[src/rtl/mac_stream_pkg.sv]
// Shared types and constants for the MAC result streaming path.
// Used by the output collector and its pair FIFO.
package mac_stream_pkg;

    localparam int DEF_WIDTH = 16;

    localparam logic LANE_0 = 1'b0;
    localparam logic LANE_1 = 1'b1;

    typedef enum logic [1:0] {
        S_EMPTY,
        S_LANE0,
        S_LANE1,
        S_DONE
    } state_t;

    function automatic int cnt_w(input int n);
        return $clog2(n + 1);
    endfunction

endpackage

[src/rtl/pair_fifo.sv]
// Small synchronous FIFO holding result pairs.
// Full/empty come from an extra pointer wrap bit; no bypass path.
module pair_fifo #(
    parameter int DW    = 32,
    parameter int DEPTH = 4
) (
    input  logic                     clk,
    input  logic                     rst,
    input  logic                     push,
    input  logic                     pop,
    input  logic [DW-1:0]            wdata,
    output logic [DW-1:0]            rdata,
    output logic                     full,
    output logic                     empty,
    output logic [$clog2(DEPTH):0]   level
);

    localparam int AW = $clog2(DEPTH);

    logic [DW-1:0] mem [DEPTH];
    logic [AW:0]   wr_ptr;
    logic [AW:0]   rd_ptr;
    logic          do_wr;
    logic          do_rd;

    assign do_wr = push && !full && !rst;
    assign do_rd = pop && !empty && !rst;

    assign empty = (wr_ptr == rd_ptr);
    assign full  = (wr_ptr[AW] != rd_ptr[AW]) &&
                   (wr_ptr[AW-1:0] == rd_ptr[AW-1:0]);
    assign level = wr_ptr - rd_ptr;
    assign rdata = mem[rd_ptr[AW-1:0]];

    // Pointer update; reset empties the FIFO.
    always_ff @(posedge clk) begin
        if (rst) begin
            wr_ptr <= '0;
            rd_ptr <= '0;
        end else begin
            if (do_wr)
                wr_ptr <= wr_ptr + 1'b1;
            if (do_rd)
                rd_ptr <= rd_ptr + 1'b1;
        end
    end

    // Storage write; contents need no reset since pointers gate reads.
    always_ff @(posedge clk) begin
        if (do_wr)
            mem[wr_ptr[AW-1:0]] <= wdata;
    end

endmodule

[src/rtl/collect_demux2_1.sv]
// Collects MAC result pairs and serializes them lane 0 then lane 1.
// Counts emitted pairs and parks in DONE after TOTAL_PAIRS.
module collect_demux2_1
    import mac_stream_pkg::*;
#(
    parameter int WIDTH       = DEF_WIDTH,
    parameter int DEPTH       = 4,
    parameter int TOTAL_PAIRS = 8
) (
    input  logic             clk,
    input  logic             rst,
    input  logic             en,
    input  logic             in_valid,
    output logic             in_ready,
    input  logic [WIDTH-1:0] in_data0,
    input  logic [WIDTH-1:0] in_data1,
    output logic             out_valid,
    input  logic             out_ready,
    output logic [WIDTH-1:0] out_data,
    output logic             out_sel,
    output logic             out_last,
    output logic             done
);

    localparam int AW = $clog2(DEPTH);
    localparam int CW = cnt_w(TOTAL_PAIRS);
    localparam logic [CW-1:0] LAST_CNT = CW'(TOTAL_PAIRS - 1);
    localparam logic [AW:0]   ONE_LVL  = (AW+1)'(1);

    state_t               state;
    state_t               state_nx;
    logic [CW-1:0]        pair_cnt;
    logic [2*WIDTH-1:0]   head;
    logic                 full;
    logic                 empty;
    logic [AW:0]          level;
    logic                 push;
    logic                 pop;
    logic                 at_last;

    assign done     = (state == S_DONE);
    assign in_ready = en && !full && !done && !rst;
    assign push     = in_valid && in_ready;
    assign pop      = (state == S_LANE1) && out_ready;
    assign at_last  = (pair_cnt == LAST_CNT);

    pair_fifo #(
        .DW    (2 * WIDTH),
        .DEPTH (DEPTH)
    ) u_fifo (
        .clk   (clk),
        .rst   (rst),
        .push  (push),
        .pop   (pop),
        .wdata ({in_data1, in_data0}),
        .rdata (head),
        .full  (full),
        .empty (empty),
        .level (level)
    );

    // Output-side FSM state register.
    always_ff @(posedge clk) begin
        if (rst)
            state <= S_EMPTY;
        else
            state <= state_nx;
    end

    // Next state; a push into an idle collector starts lane 0 right away.
    always_comb begin
        state_nx = state;
        unique case (state)
            S_EMPTY: begin
                if (push || !empty)
                    state_nx = S_LANE0;
            end
            S_LANE0: begin
                if (out_ready)
                    state_nx = S_LANE1;
            end
            S_LANE1: begin
                if (out_ready) begin
                    if (at_last)
                        state_nx = S_DONE;
                    else if (level > ONE_LVL || push)
                        state_nx = S_LANE0;
                    else
                        state_nx = S_EMPTY;
                end
            end
            S_DONE: begin
                state_nx = S_DONE;
            end
        endcase
    end

    // Pair counter advances on every accepted lane-1 beat.
    always_ff @(posedge clk) begin
        if (rst)
            pair_cnt <= '0;
        else if (pop)
            pair_cnt <= pair_cnt + 1'b1;
    end

    // Output muxing; data forced to zero when no beat is offered.
    always_comb begin
        out_valid = (state == S_LANE0) || (state == S_LANE1);
        out_sel   = (state == S_LANE1) ? LANE_1 : LANE_0;
        out_last  = (state == S_LANE1) && at_last;
        out_data  = '0;
        if (out_valid)
            out_data = out_sel ? head[2*WIDTH-1:WIDTH]
                               : head[WIDTH-1:0];
    end

endmodule

[config.mk]
export PLATFORM = sky130hd
export DESIGN_NAME = collect_demux2_1
export DESIGN_NICKNAME = d
export VERILOG_FILES = /design/src/rtl/mac_stream_pkg.sv /design/src/rtl/pair_fifo.sv /design/src/rtl/collect_demux2_1.sv
export SDC_FILE = /design/constraint.sdc
export NUM_CORES = 1
export LEC_CHECK = 0
export BUFFER_PORTS_ARGS = -buffer_cell sky130_fd_sc_hd__buf_4
export CORE_UTILIZATION = 61
export CTS_BUF_LIST = sky130_fd_sc_hd__clkbuf_8
export CTS_CLUSTER_SIZE = 28
export DETAILED_ROUTE_END_ITERATION = 12
export PLACE_DENSITY = 0.89
export SKIP_LAST_GASP = 1
export SYNTH_ARGS = -nofsm -noshare
export SYNTH_HDL_FRONTEND = slang
export SYNTH_HIERARCHICAL = 1
export SYNTH_SLANG_ARGS = --single-unit
[constraint.sdc]
create_clock -name clk -period 3.6 [get_ports clk]
set_clock_uncertainty 0.05 [all_clocks]
set_input_delay 0.9 -clock clk [delete_from_list [all_inputs] [get_ports clk]]
set_output_delay 0.9 -clock clk [all_outputs]
set_load 0.02 [all_outputs]
==> impl_metrics.json, run 1 <==
{
  "place_ws_ns": 0.7221,
  "power_switching_uw": 1114,
  "slew_violations": 0,
  "end_kind": "output port",
  "hold_violations": 0,
  "area_growth_pct": 16.91,
  "p_clk_frac": 0.311,
  "arrival_ns": 2.34,
  "maxCapViolCount": 0,
  "power_frac_comb": 0.221,
  "syn_nets": 360,
  "grt.total_usage": 0.2339,
  "p_int_uw": 2856,
  "die_h_um": 100.2,
  "cts_buffers": 17,
  "ant_nets": 0,
  "drt_iter0_markers": 213,
  "dieArea_um2": 10040,
  "cp-start-kind": "flip-flop",
  "max-vdd-ir-drop_v": 0.0003759,
  "p_total_uw": 3969,
  "swShare": 0.2806,
  "row_count": 35,
  "cts.sinks": 142,
  "worst_pin_slew_ns": 0.6154,
  "final.setup.tns_ns": 0,
  "timing.final.ws_setup_ns": 0.3075,
  "cts_hold_buffers": 0,
  "dp_cells": 487,
  "start_util": 0.6334,
  "ys_warn_count": 6,
  "drc": 0,
  "core_area_um2": 9284,
  "fin_nets": 428,
  "post-cts-setup-buffer-count": 0,
  "slew_headroom": 0.5898,
  "hold_path_class": "reg2reg",
  "grt_max_degree": 33,
  "leakagePower_uw": 0.002312,
  "wl_um": 10790,
  "layout.cells.non_filler": 519,
  "grt_pass1_vias": 3154,
  "io_pins": 58,
  "antenna_found_initial": 0,
  "die_w_um": 100.2,
  "min_period_ns": 3.292,
  "worstSetupPathType": "reg2out",
  "clk_pin_slew_ns": 0.08,
  "clockRootBuffer": "clkbuf_8",
  "cts_resized": 0,
  "status": "complete, no violations",
  "num_vias": 3112,
  "setup_viol": 0,
  "fmax_ghz": 0.3037,
  "grt_setup_unrepaired": "no",
  "cts_max_level": 4,
  "vias_per_cell": 5.996,
  "place_hpwl_um": 6664,
  "fillCellCount": 520,
  "seq_power_share": 0.468,
  "min_period_over_period": 0.9146,
  "antenna_cells": 0,
  "io_buffers": 57,
  "clock_path_buffers": 2,
  "drive_gt1_frac": 0.3513,
  "synthCells": 309,
  "critPathRequiredTime_ns": 2.65,
  "avgSynthCellArea_um2": 19.03,
  "cts_tree": "yes",
  "clk-insertion-delay-late_ns": 0.42,
  "routabilityCongestion": 0.8370,
  "syn-cell-area_um2": 5881,
  "p_per_area_nw_per_um2": 577.3,
  "drt_first_pass_iters": 5,
  "path_max_fanout": 12,
  "grt_pass1_wl_um": 16640,
  "grt_overflow": 0,
  "routedWlPerCell_um": 20.79
}
[registers in the layout (all words and copies together) (netlist names), named ones only]
| name | cells |
|---|---|
| u_fifo/rd_ptr | 3 |
| u_fifo/mem | 128 |
| pair_cnt | 4 |
| u_fifo/wr_ptr | 3 |
| state | 2 |
[routing by layer]
layer / wire length, µm / up-vias / track usage
li1: - / 1386 / -
met1: 4230 / 1568 / 0.2977
met2: 5703 / 146 / 0.3978
met3: 686 / 12 / 0.04944
met4: 168 / 0 / 0.09253
met5: 0 / - / 0
[worst paths after layout]
path | startpoint | to | slack (ns) | cells past startpoint
max | u_fifo/wr_ptr[0] | in_ready | 0.31 | 6
min reg2reg | pair_cnt[3] | pair_cnt[3] | 0.47 | 2
min | pair_cnt[3] | pair_cnt[3] | 0.47 | 2
max reg2reg | u_fifo/wr_ptr[0] | u_fifo/mem[0][26] | 0.61 | 8
[cells in the final DEF, fill, tap and decap left out, types with 3 or more instances in the layout]
master	instances
clkbuf_8	17
edfxtp_1	128
ha_1	13
nor2_1	9
nand3_1	4
clkinvlp_4	3
clkinv_4	3
dfxtp_1	13
nand2_1	5
buf_12	3
mux2i_1	17
nand4b_1	4
inv_1	7
inv_6	5
and3_2	4
o311ai_0	3
buf_4	62
or4_1	3
mux4_2	32
a31oi_1	4
xor2_1	3
nor2b_1	16
[per-stage QoR]
step                area (µm²)  hold slack, ns    util
CTS                       6875          0.4719  0.7406
global route              6875          0.5395  0.7406
floorplan                 5881          0.4224       -
detailed placement        6481          0.4476  0.6981
finish                    6875          0.4679  0.7406
global placement          6481          0.4415  0.6981
[worst max-delay path, cell delays in order, from the launching register on]
cell and delay (ns):
dfxtp_1 0.42, inv_1 0.13, ha_1 0.37, nand2_1 0.32, nor2_1 0.14, nor4b_4 0.34
buf_4 0.20
[cell type report]
cell class / count / area [µm²] / area share
Timing Repair Buffer: 65 / 525.5 / 0.07643
Clock buffer: 17 / 234.0 / 0.03403
Tap cell: 129 / 161.4 / 0.02348
Multi-Input combinational cell: 145 / 1647 / 0.2395
Clock inverter: 15 / 160.2 / 0.02329
Sequential cell: 142 / 4125 / 0.6000
Inverter: 6 / 22.52 / 0.003276
[power groups by stage]
stage	combinational [µW]	sequential (µW)	clock, µW
2_1_floorplan	592	1880	0
3_3_place_gp	856	1890	0
3_5_place_dp	875	1900	0
4_1_cts	881	1860	1250
5_1_grt	944	1860	1310
6_report	877	1860	1230
Note: power is estimated with default switching activity, not from simulation.
==> run 2: changes to the inputs <==
--- a/config.mk
+++ b/config.mk
@@ -10,6 +10,7 @@
 export CTS_BUF_LIST = sky130_fd_sc_hd__clkbuf_8
 export CTS_CLUSTER_SIZE = 28
 export DETAILED_ROUTE_END_ITERATION = 12
+export MAX_ROUTING_LAYER = met4
 export PLACE_DENSITY = 0.89
 export SKIP_LAST_GASP = 1
 export SYNTH_ARGS = -nofsm -noshare
==> run 2 against run 1 <==
Clock-buffer cell count is the same. Combinational power is essentially flat. Sequential cell count is the same. Worst setup slack lost 0.017 ns. Final area is the same. Cell count is the same. Sequential power is essentially flat. Global-route usage grew 0.75 points. Utilization is the same. Non-clock buffer count is the same. Total power is essentially flat. First-iteration DRC count grew 13%. Critical path type unchanged. Critical endpoint unchanged. Largest cell class unchanged.
==> impl_metrics.json, run 2 (same netlist as run 1, synthesis figures left out) <==
{
  "vias_per_cell": 5.990,
  "max_stage_delay_ns": 0.42,
  "worst-path-buf-inv": 2,
  "cp-start-kind": "flip-flop",
  "min_period_ns": 3.309,
  "hold_path_class": "reg2reg",
  "cts_resized": 0,
  "fmax_ghz": 0.3022,
  "place_hpwl_um": 6664,
  "start_util": 0.6334,
  "wl_um": 10820,
  "largest_reg_flops": 128,
  "final_cell_mix": "edfxtp_1, buf_4, mux4_2, mux2i_1, clkbuf_8",
  "arrival_ns": 2.36,
  "setup_viol": 0,
  "final.setup.tns_ns": 0,
  "cts_hold_buffers": 0,
  "slew_headroom": 0.5901,
  "p_total_uw": 3966,
  "io_buffers": 57,
  "dieArea_um2": 10040,
  "post-cts-setup-buffer-count": 0,
  "fillCellCount": 520,
  "path_max_fanout": 12,
  "antenna_found_initial": 0,
  "status": "complete, no violations",
  "ant_nets": 0,
  "clockRootBuffer": "clkbuf_8",
  "num_vias": 3109,
  "postPlaceCellArea_um2": 6481,
  "routabilityCongestion": 0.8499,
  "drt_first_pass_iters": 5,
  "grt_setup_unrepaired": "no",
  "cts_tree": "yes",
  "slowest_stage": "dfxtp_1",
  "clk_pin_slew_ns": 0.08,
  "die_w_um": 100.2,
  "grt_overflow": 0,
  "design_area_um2": 6875,
  "grt_max_degree": 33,
  "drive_gt1_frac": 0.3513,
  "row_count": 35,
  "fin_nets": 428,
  "cts_max_level": 4,
  "cpLargestDelayFamily": "simple AND/OR/NAND/NOR gates",
  "hold_violations": 0,
  "antenna_cells": 0,
  "cts.sinks": 142,
  "io_pins": 58,
  "p_per_area_nw_per_um2": 576.8,
  "worst_pin_slew_ns": 0.6148,
  "area_growth_pct": 16.91,
  "grt_pass1_wl_um": 16630,
  "min_period_over_period": 0.9192,
  "clock_path_buffers": 2,
  "core_area_um2": 9284,
  "grt_pass1_vias": 3159,
  "end_kind": "output port",
  "drc": 0,
  "slew_violations": 0,
  "cts_buffers": 17,
  "routedWlPerCell_um": 20.84,
  "max-vdd-ir-drop_v": 0.0003758,
  "clk-insertion-delay-late_ns": 0.43,
  "drt_iter0_markers": 240,
  "worstSetupPathType": "reg2out",
  "grt.total_usage": 0.2414,
  "final_util": 0.7406,
  "maxCapViolCount": 0,
  "critPathRequiredTime_ns": 2.65,
  "die_h_um": 100.2,
  "final_common_cell": "edfxtp_1",
  "leakagePower_uw": 0.002312,
  "crit_chain": "inv_1 > ha_1 > nand2_1 > nor2_1 > nor4b_4 > buf_4"
}
[run 2: cell counts in the layout (fill, tap and decap cells not counted)]
Identical to the previous run, type by type.
[run 2: per-stage QoR]
step / hold slack [ns] / instances / setup WS [ns]
floorplan: 0.4224 / 309 / 0.3456
global placement: 0.4415 / 487 / 0.8209
detailed placement: 0.4476 / 487 / 0.7221
CTS: 0.4719 / 519 / 0.3163
global route: 0.5395 / 519 / 0.1644
finish: 0.4685 / 519 / 0.2909
[run 2: worst reg2reg max path: cells and delay by family (launching register included)]
kind / cells / cell delay (ns)
buffers and inverters: 2 / 0.55
DFF: 1 / 0.42
and+or+nand+nor: 5 / 1.22
adders and majority gates: 1 / 0.38
[run 2: worst paths after layout]
path               startpoint                end  slack, ns  depth (start not counted)
max          u_fifo/wr_ptr[0]           in_ready       0.29                          6
min               pair_cnt[3]        pair_cnt[3]       0.47                          2
max reg2reg  u_fifo/wr_ptr[0]  u_fifo/mem[0][26]       0.60                          8
min reg2reg       pair_cnt[3]        pair_cnt[3]       0.47                          2
[run 2: cell type report]
type / count / area (µm²) / share of cell area
clock buffer: 17 / 234.0 / 0.03403
clock inverter: 15 / 160.2 / 0.02329
inverter: 6 / 22.52 / 0.003276
multi-input combinational: 145 / 1647 / 0.2395
sequential: 142 / 4125 / 0.6000
tap: 129 / 161.4 / 0.02348
timing repair buffer: 65 / 525.5 / 0.07643
[run 2: layer usage]
| layer | wire length, µm | global-route usage | up-vias |
|---|---|---|---|
| met2 | 5651 | 0.3978 | 161 |
| met4 | 193 | 0.09588 | 0 |
| met1 | 4259 | 0.2967 | 1553 |
| met3 | 713 | 0.04944 | 17 |
| li1 | - | - | 1378 |
| met5 | 0 | - | - |
[run 2: where the power goes]
group	total, µW	internal (µW)	switching (µW)
clock	1230	624	606
combinational	877	406	472
sequential	1860	1830	32.8
total	3970	2860	1110
==> run 3: changes to the inputs <==
--- a/config.mk
+++ b/config.mk
@@ -6,12 +6,13 @@
 export NUM_CORES = 1
 export LEC_CHECK = 0
 export BUFFER_PORTS_ARGS = -buffer_cell sky130_fd_sc_hd__buf_4
-export CORE_UTILIZATION = 61
+export CORE_UTILIZATION = 55
 export CTS_BUF_LIST = sky130_fd_sc_hd__clkbuf_8
 export CTS_CLUSTER_SIZE = 28
 export DETAILED_ROUTE_END_ITERATION = 12
 export MAX_ROUTING_LAYER = met4
-export PLACE_DENSITY = 0.89
+export PLACE_DENSITY = 0.82
+export RECOVER_POWER = 100
 export SKIP_LAST_GASP = 1
 export SYNTH_ARGS = -nofsm -noshare
 export SYNTH_HDL_FRONTEND = slang
==> run 3 against run 2 <==
Worst hold slack better by 0.013 ns. Final area down 2.5%. Die area up 11%. Maximum frequency down 1.8%. Sequential share of layout area up 1.5 points. First-iteration DRC count down 35%. Sequential cell count unchanged. Register-to-register slack worse by 0.18 ns. Critical path type unchanged. Largest cell class unchanged.
==> impl_metrics.json, run 3 (same netlist as run 1, synthesis figures left out) <==
{
  "grt_max_degree": 33,
  "clk_pin_slew_ns": 0.09,
  "cts_resized": 0,
  "min_delay_path_depth": 2,
  "clk-insertion-delay-late_ns": 0.42,
  "final_cell_mix": "edfxtp_1, clkbuf_1, mux4_2, mux2i_1, clkbuf_8",
  "cts_max_level": 4,
  "grt_pass1_wl_um": 16220,
  "io_buffers": 57,
  "hold_violations": 0,
  "drt_first_pass_iters": 4,
  "place_hpwl_um": 6395,
  "power_switching_uw": 1144,
  "grt.total_usage": 0.2071,
  "hold_path_class": "reg2reg",
  "routedWlPerCell_um": 19.46,
  "die_w_um": 105.4,
  "clockRootBuffer": "clkbuf_8",
  "die_h_um": 105.4,
  "path_max_fanout": 12,
  "p_clk_frac": 0.318,
  "drive_gt1_frac": 0.2276,
  "start_util": 0.5696,
  "fillCellCount": 709,
  "max-vdd-ir-drop_v": 0.0003114,
  "drt_iter0_markers": 155,
  "row_count": 37,
  "end_kind": "output port",
  "dp_cells": 495,
  "fmax_ghz": 0.2967,
  "post-cts-setup-buffer-count": 0,
  "antenna_found_initial": 0,
  "power_frac_comb": 0.201,
  "routabilityCongestion": 0.8019,
  "swShare": 0.2947,
  "p_per_area_nw_per_um2": 579.0,
  "worstSetupPathType": "reg2out",
  "drc": 0,
  "grt_overflow": 0,
  "area_growth_pct": 14.00,
  "worst_pin_slew_ns": 0.6204,
  "setup_viol": 0,
  "grt_setup_unrepaired": "no",
  "vias_per_cell": 5.770,
  "status": "complete, no violations",
  "leakagePower_uw": 0.002127,
  "cts_tree": "yes",
  "reg2reg_depth": 8,
  "seq_power_share": 0.481,
  "critPathRequiredTime_ns": 2.65,
  "largest_reg_flops": 128,
  "slew_headroom": 0.5811,
  "dieArea_um2": 11110,
  "core_area_um2": 10320,
  "ant_nets": 0,
  "cts_buffers": 17,
  "arrival_ns": 2.42,
  "slew_violations": 0,
  "fin_nets": 429,
  "p_int_uw": 2738,
  "cts_hold_buffers": 0,
  "wl_um": 10260,
  "maxCapViolCount": 0,
  "num_vias": 3041,
  "min_period_over_period": 0.9361,
  "final.setup.tns_ns": 0,
  "io_pins": 58,
  "clock_path_buffers": 2,
  "cts.sinks": 142,
  "grt_pass1_vias": 3165,
  "layout.cells.non_filler": 527,
  "antenna_cells": 0,
  "min_period_ns": 3.370,
  "final_common_cell": "edfxtp_1",
  "cp-start-kind": "flip-flop"
}
-- run 3: cell count changes in the layout (fill, tap and decap cells not counted), sizes merged --
cell	change
clkinvlp	-2
buf	-54
clkbuf	+55
inv	+3
bufinv	-1
-- run 3: worst paths after layout --
check,end,from,slack (ns)
worst max-delay path,in_ready,u_fifo/wr_ptr[0],0.23
worst min-delay path,pair_cnt[3],pair_cnt[3],0.48
worst max register to register,u_fifo/mem[1][6],u_fifo/wr_ptr[0],0.42
worst min register to register,pair_cnt[3],pair_cnt[3],0.48
-- run 3: power groups by stage --
stage               sequential, µW  clock (µW)  combinational, µW
floorplan                     1880           0                592
global placement              1900           0                855
detailed placement            1900           0                872
CTS                           1870        1260                879
global route                  1870        1330                849
finish                        1870        1230                782
-- run 3: cell type report --
| type | count | area (µm²) | share of cell area |
|---|---|---|---|
| clock buffers | 17 | 234.0 | 0.03490 |
| clock inverters | 15 | 166.4 | 0.02482 |
| inverters | 6 | 22.52 | 0.003359 |
| multi-input cells | 145 | 1647 | 0.2456 |
| flip-flops and latches | 142 | 4125 | 0.6153 |
| well taps | 136 | 170.2 | 0.02538 |
| repair buffers | 66 | 339.1 | 0.05058 |
-- run 3: per-stage QoR --
step / cell area [µm²] / total power, µW / hold slack (ns) / setup slack [ns] / util
6_report: 6704 / 3881 / 0.4811 / 0.2299 / 0.6494
5_1_grt: 6704 / 4056 / 0.4956 / 0.07060 / 0.6494
4_1_cts: 6923 / 4007 / 0.4805 / 0.2481 / 0.6706
3_5_place_dp: 6523 / 2777 / 0.4591 / 0.5908 / 0.6318
3_3_place_gp: 6523 / 2758 / 0.4391 / 0.7271 / 0.6318
2_1_floorplan: 5881 / 2471 / 0.4224 / 0.3456 / -
-- run 3: layer usage --
metal	track usage	share of wire	wire length [µm]
met5	-	0	0
met3	0.04947	0.036	366
met1	0.2544	0.42	4281
met2	0.3369	0.53	5459
met4	0.07746	0.015	151
-- run 3: critical path, stage by stage (launching register included) --
cell      delay [ns]
dfxtp_1         0.44
inv_1           0.13
ha_1            0.37
nand2_1         0.34
nor2_1          0.15
nor4b_4         0.34
clkbuf_2        0.23
